**src/rtl/pipe_seq_pkg.sv**
```systemverilog
// Shared types and helpers for the pipeline sequencer.
// Latency: n/a (package only).
// Backpressure: n/a (package only).
package pipe_seq_pkg;

    // Encoding is visible on the mode port, so the values are fixed.
    typedef enum logic [1:0] {
        RUN  = 2'd0,
        HALT = 2'd1,
        STEP = 2'd2
    } pipe_mode_e;

    // Upper bound on the number of stages popcount can handle.
    localparam int unsigned MAX_STAGES = 32;

    function automatic int unsigned popcount(input logic [MAX_STAGES-1:0] vec);
        int unsigned cnt;
        cnt = 0;
        for (int i = 0; i < MAX_STAGES; i++) begin
            cnt = cnt + {31'd0, vec[i]};
        end
        return cnt;
    endfunction

endpackage

```
**src/rtl/pipe_seq_fsm.sv**
```systemverilog
// Run/halt/single-step mode FSM; go is low only while halted.
// Latency: mode and go change one cycle after step_mode/step are sampled.
// Backpressure: none; go gates every stage enable in the parent.
//
// Ports: clk, rst (sync, active-high), step_mode, step -> go, mode.
module pipe_seq_fsm
    import pipe_seq_pkg::*;
(
    input  logic       clk,
    input  logic       rst,
    input  logic       step_mode,
    input  logic       step,
    output logic       go,
    output logic [1:0] mode
);

    pipe_mode_e state_q;
    pipe_mode_e state_d;

    always_ff @(posedge clk) begin
        if (rst) begin
            state_q <= RUN;
        end else begin
            state_q <= state_d;
        end
    end

    always_comb begin
        state_d = state_q;
        case (state_q)
            RUN: begin
                // step is deliberately ignored here
                if (step_mode) state_d = HALT;
            end
            HALT: begin
                // Leaving debug mode wins over a coincident step pulse.
                if (!step_mode)  state_d = RUN;
                else if (step)   state_d = STEP;
            end
            STEP: begin
                // Exactly one advance cycle, step ignored.
                state_d = step_mode ? HALT : RUN;
            end
            default: state_d = RUN;
        endcase
    end

    assign go   = (state_q != HALT);
    assign mode = state_q;

endmodule

```
**src/rtl/pipe_seq_ctrl.sv**
```systemverilog
// Valid/enable sequencer for a chain of enable-gated register stages.
// Latency: NUM_STAGES cycles from accept to out_valid; 1 word/cycle throughput.
// Backpressure: ready ripples combinationally from out_ready, empty stages always load.
//
// Ports: clk, rst (sync, active-high); in_valid/in_ready upstream handshake;
// out_valid/out_ready downstream handshake; flush; step_mode/step debug;
// stage_en per-stage load enables; occupancy, busy, xfer_count, mode status.
module pipe_seq_ctrl
    import pipe_seq_pkg::*;
#(
    parameter  int NUM_STAGES = 2,
    parameter  int CNT_WIDTH  = 16,
    localparam int OCC_WIDTH  = $clog2(NUM_STAGES + 1)
) (
    input  logic                  clk,
    input  logic                  rst,
    input  logic                  in_valid,
    output logic                  in_ready,
    output logic                  out_valid,
    input  logic                  out_ready,
    input  logic                  flush,
    input  logic                  step_mode,
    input  logic                  step,
    output logic [NUM_STAGES-1:0] stage_en,
    output logic [OCC_WIDTH-1:0]  occupancy,
    output logic                  busy,
    output logic [CNT_WIDTH-1:0]  xfer_count,
    output logic [1:0]            mode
);

    logic                  go;
    logic                  advance;
    logic [NUM_STAGES-1:0] v;
    logic [NUM_STAGES-1:0] stage_rdy;
    logic [MAX_STAGES-1:0] v_ext;
    logic                  xfer;

    pipe_seq_fsm u_fsm (
        .clk       (clk),
        .rst       (rst),
        .step_mode (step_mode),
        .step      (step),
        .go        (go),
        .mode      (mode)
    );

    // A stage can take a word when it, or any stage after it, is empty, or
    // when downstream is draining. Written in closed form rather than as a
    // recursive chain so each bit depends only on v and out_ready.
    always_comb begin
        stage_rdy = '0;
        for (int i = 0; i < NUM_STAGES; i++) begin
            stage_rdy[i] = out_ready;
            for (int j = i; j < NUM_STAGES; j++) begin
                if (!v[j]) stage_rdy[i] = 1'b1;
            end
        end
    end

    // rst and flush override everything, then halt gating.
    assign advance   = go && !flush && !rst;
    assign stage_en  = advance ? stage_rdy : '0;
    assign in_ready  = stage_en[0];
    assign out_valid = advance && v[NUM_STAGES-1];
    assign xfer      = out_valid && out_ready;

    // Each enabled stage takes the valid bit of its source, so bubbles
    // propagate as zeros exactly like the external data registers do.
    always_ff @(posedge clk) begin
        if (rst || flush) begin
            v <= '0;
        end else begin
            if (stage_en[0]) v[0] <= in_valid;
            for (int i = 1; i < NUM_STAGES; i++) begin
                if (stage_en[i]) v[i] <= v[i-1];
            end
        end
    end

    always_ff @(posedge clk) begin
        if (rst) begin
            xfer_count <= '0;
        end else if (xfer) begin
            xfer_count <= xfer_count + CNT_WIDTH'(1);
        end
    end

    always_comb begin
        v_ext = '0;
        v_ext[NUM_STAGES-1:0] = v;
    end

    // Status is forced to idle during reset, even before v has cleared.
    assign occupancy = rst ? '0 : OCC_WIDTH'(popcount(v_ext));
    assign busy      = !rst && (|v);

endmodule

```
**config.mk**
```make
export PLATFORM = sky130hd
export DESIGN_NAME = pipe_seq_ctrl
export DESIGN_NICKNAME = d
export VERILOG_FILES = /design/src/rtl/pipe_seq_pkg.sv /design/src/rtl/pipe_seq_fsm.sv /design/src/rtl/pipe_seq_ctrl.sv
export SDC_FILE = /design/constraint.sdc
export NUM_CORES = 1
export LEC_CHECK = 0
export ABC_CLOCK_PERIOD_IN_PS = 4000
export CORE_ASPECT_RATIO = 0.8
export CORE_MARGIN = 2
export CORE_UTILIZATION = 41
export CTS_BUF_LIST = sky130_fd_sc_hd__clkbuf_4
export DETAILED_ROUTE_END_ITERATION = 10
export PLACE_DENSITY = 0.72
export REMOVE_ABC_BUFFERS = 1
export SLEW_MARGIN = 30
export SYNTH_ARGS = -nofsm -noshare
export SYNTH_HDL_FRONTEND = slang
export SYNTH_SLANG_ARGS = --single-unit
```
**constraint.sdc**
```tcl
create_clock -name clk -period 4 [get_ports clk]
set_input_delay 0.6 -clock clk [delete_from_list [all_inputs] [get_ports clk]]
set_output_delay 0.6 -clock clk [all_outputs]
set_load 0.02 [all_outputs]
```
==> run_results.csv <==
group,metric,value,unit
cells_and_area,area_delta_synth_final,35.83,%
critical_path,critical_path_class,"in -> out",
cts,cts_setup_buffers,0,
cells_and_area,fin_nets,159,
sta,hold_viol_final,0,
critical_path,max_stage_delay,0.65,ns
min_path,holdPathEnd,"xfer_count[15]",
place,dp.cells,169,
run_status,outcome,"finished, violations left",
synth,synth-seq-cells,20,
place,dp_hpwl,1646,um
flow_run,drv_cap,0,
pwr,peakVddDrop,193.9,uV
global_route,grt_pass1_wl,3726,um
min_path,holdPathStages,2,
critical_path,cp_common_cell,"clkdlybuf4s50_1",
sta,timing.hold.ws,0.4840,ns
place,port_buffers,31,
cts,cts-root-buf,"clkbuf_4",
cts,cts_tree,"built",
critical_path,r2r_start,"v[1]",
run_status,violations,"design-rule violations",
drt,vias,937,
sta,setup_violations,0,
cells_and_area,layout_common_cells,"31 x clkdlybuf4s50_1, 20 x dfxtp_1, 13 x a21oi_1",
synth,yosysWarnings,0,
critical_path,end_kind,"output pin",
cells_and_area,final_common_cell,"clkdlybuf4s50_1",
cts,cts_resized,0,
synth,avgSynthCellArea,8.416,um2
cts,htree_levels,1,
cts,ctsHoldBuffers,0,
cells_and_area,instances_no_fill,173,
sta,finalCritPeriodShare,77.98,%
global_route,grt_max_degree,25,
pwr,p_per_area,247.2,nW/um2
synth,ys_dominant_reg_cell,"dfxtp_1",
synth,seq_area_frac_synth,40.66,%
floorplan,core-area,2215,um2
sta,rsz0062_at_grt,"no",
cts,cts_sinks,20,
cts,numCtsBuffers,3,
floorplan,ioPinCount,32,
cts,clock_latency,0.30,ns
min_path,min_from,"xfer_count[15]",
sta,finClkSkew,0.006781,ns
drt,drc,1,
global_route,track_usage,17.85,%
drt,wl_per_cell,12.45,um
drt,dr.first_iter.drc_count,30,
synth,syn_area,984.7,um2
drt,drt_wl_total,2154,um
sta,tns,0,ns
sta,max_freq,320.6,MHz
sta,slew_headroom,71.72,%
critical_path,crit_fanout,24,
critical_path,cp.arrival,2.52,ns
floorplan,start_util,44.46,%
critical_path,crit_chain,"clkdlybuf4s50_1, buf_4, or2_4, nand2b_1, a21oi_1, clkdlybuf4s50_1",
floorplan,fp-row-count,15,
floorplan,fp.dieW,58.79,um
drt,drtPass1Iterations,7,
floorplan,die_h,47.84,um
synth,async_flop_share,0,%
critical_path,crit_slowest_cell,"clkdlybuf4s50_1",
floorplan,dieArea,2812,um2
cts,cts_max_path_buffers,2,
global_route,grt_pass1_vias,895,
drt,avgViaCountPerCell,5.416,
synth,synth_edf_count,0,
critical_path,r2r_setup_slack,2.02,ns
critical_path,cp-start-kind,"primary input",
critical_path,crit_required,3.40,ns
drt,antenna_left,0,
cells_and_area,antenna-diode-count,0,
synth,ys_types,31,
synth,synthCells,117,
global_route,antenna_found_initial,0,
min_path,hold_class,"reg -> reg",
pwr,total_power,330.6,uW
sta,fin_crit,3.119,ns
place,gp_congestion,0.7503,
sta,worst_pin_slew,0.4229,ns
pwr,leakage,0.4643,nW
global_route,grt_overflow,0,
cells_and_area,drive_gt1_share,6.081,%
critical_path,reg2regPathDepth,4,
sta,slew_violations,0,
cts,clk_pin_slew_worst_paths,0.11,ns
critical_path,r2r_end,"xfer_count[12]",
==> registers in the layout (all words and copies together), names as in the netlist <==
register / flops
u_fsm.mode: 2
v: 2
xfer_count: 16
==> routing by layer <==
layer | track usage (%) | vias up | wire [um]
met5 | 0 | - | 0
met4 | 6.364 | 0 | 20
met3 | 4.865 | 2 | 69
met2 | 31.33 | 22 | 998
met1 | 21.58 | 435 | 1065
li1 | - | 478 | -
==> worst max path at each step <==
stage	start	to	depth (start not counted)
after floorplan	rst	in_ready	3
after global placement	rst	in_ready	6
after detailed placement	rst	in_ready	6
after CTS	rst	in_ready	6
after global routing	rst	in_ready	6
final	rst	in_ready	6
==> cell type report <==
| cell class | instances | area (um2) |
|---|---|---|
| well taps | 25 | 31.28 |
| clock inverters | 1 | 3.754 |
| multi-input cells | 87 | 543.0 |
| flip-flops and latches | 20 | 400.4 |
| repair buffers | 32 | 317.8 |
| clock buffers | 3 | 22.52 |
| inverters | 5 | 18.77 |
| fillers | 206 | 877.1 |
==> cell families (layout without fill, tap and decap cells) <==
kind of cell	count (synthesis)	count (layout)	share of synthesized area (%)
buf+inv	10	41	4.193
xor+xnor	4	4	3.558
fa+ha+maj	3	3	3.812
simple gates	53	53	31.39
compound gates	24	24	13.21
flops	20	20	40.66
mux	3	3	3.177
==> cells in the mapped netlist (2+ instances only) <==
cell / n / area share, %
xor2_1: 3 / 2.7
inv_1: 5 / 1.9
nand4_1: 4 / 2.5
a21oi_1: 13 / 6.6
nor2b_1: 4 / 2.5
clkbuf_1: 4 / 1.5
nand2_1: 4 / 1.5
mux2i_1: 2 / 2.0
o31ai_1: 4 / 3.0
nand2b_1: 3 / 1.9
nor3_1: 2 / 1.0
nand3_1: 7 / 3.6
o21ai_0: 7 / 3.6
or3_1: 4 / 2.5
nor2_1: 11 / 4.2
dfxtp_1: 20 / 41
or4_1: 4 / 3.0
ha_1: 3 / 3.8
==> per-stage QoR <==
stage               setup slack [ns]  cell area (um2)  utilization [%]
floorplan                      1.732            962.2                -
global placement              0.9315             1311            59.21
detailed placement            0.8722             1311            59.21
CTS                           0.8724             1338            60.40
global route                  0.8028             1338            60.40
finish                        0.8807             1338            60.40
==> critical path, delay by kind of cell <==
family	cells	cell delay, ns
buffers and inverters	3	1.25
AND/OR/NAND/NOR	2	0.48
AO/OA/AOI/OAI	1	0.19
==> power breakdown <==
| part | internal, mW | total, mW | switching, mW | leakage [nW] |
|---|---|---|---|---|
| logic | 0.0152 | 0.0311 | 0.0159 | 0.287 |
| registers | 0.201 | 0.202 | 0.00145 | 0.161 |
| clock network | 0.0364 | 0.0976 | 0.0612 | 0.0154 |
| total | 0.252 | 0.331 | 0.0786 | 0.464 |
No activity file was read; power rests on OpenSTA's default activity.
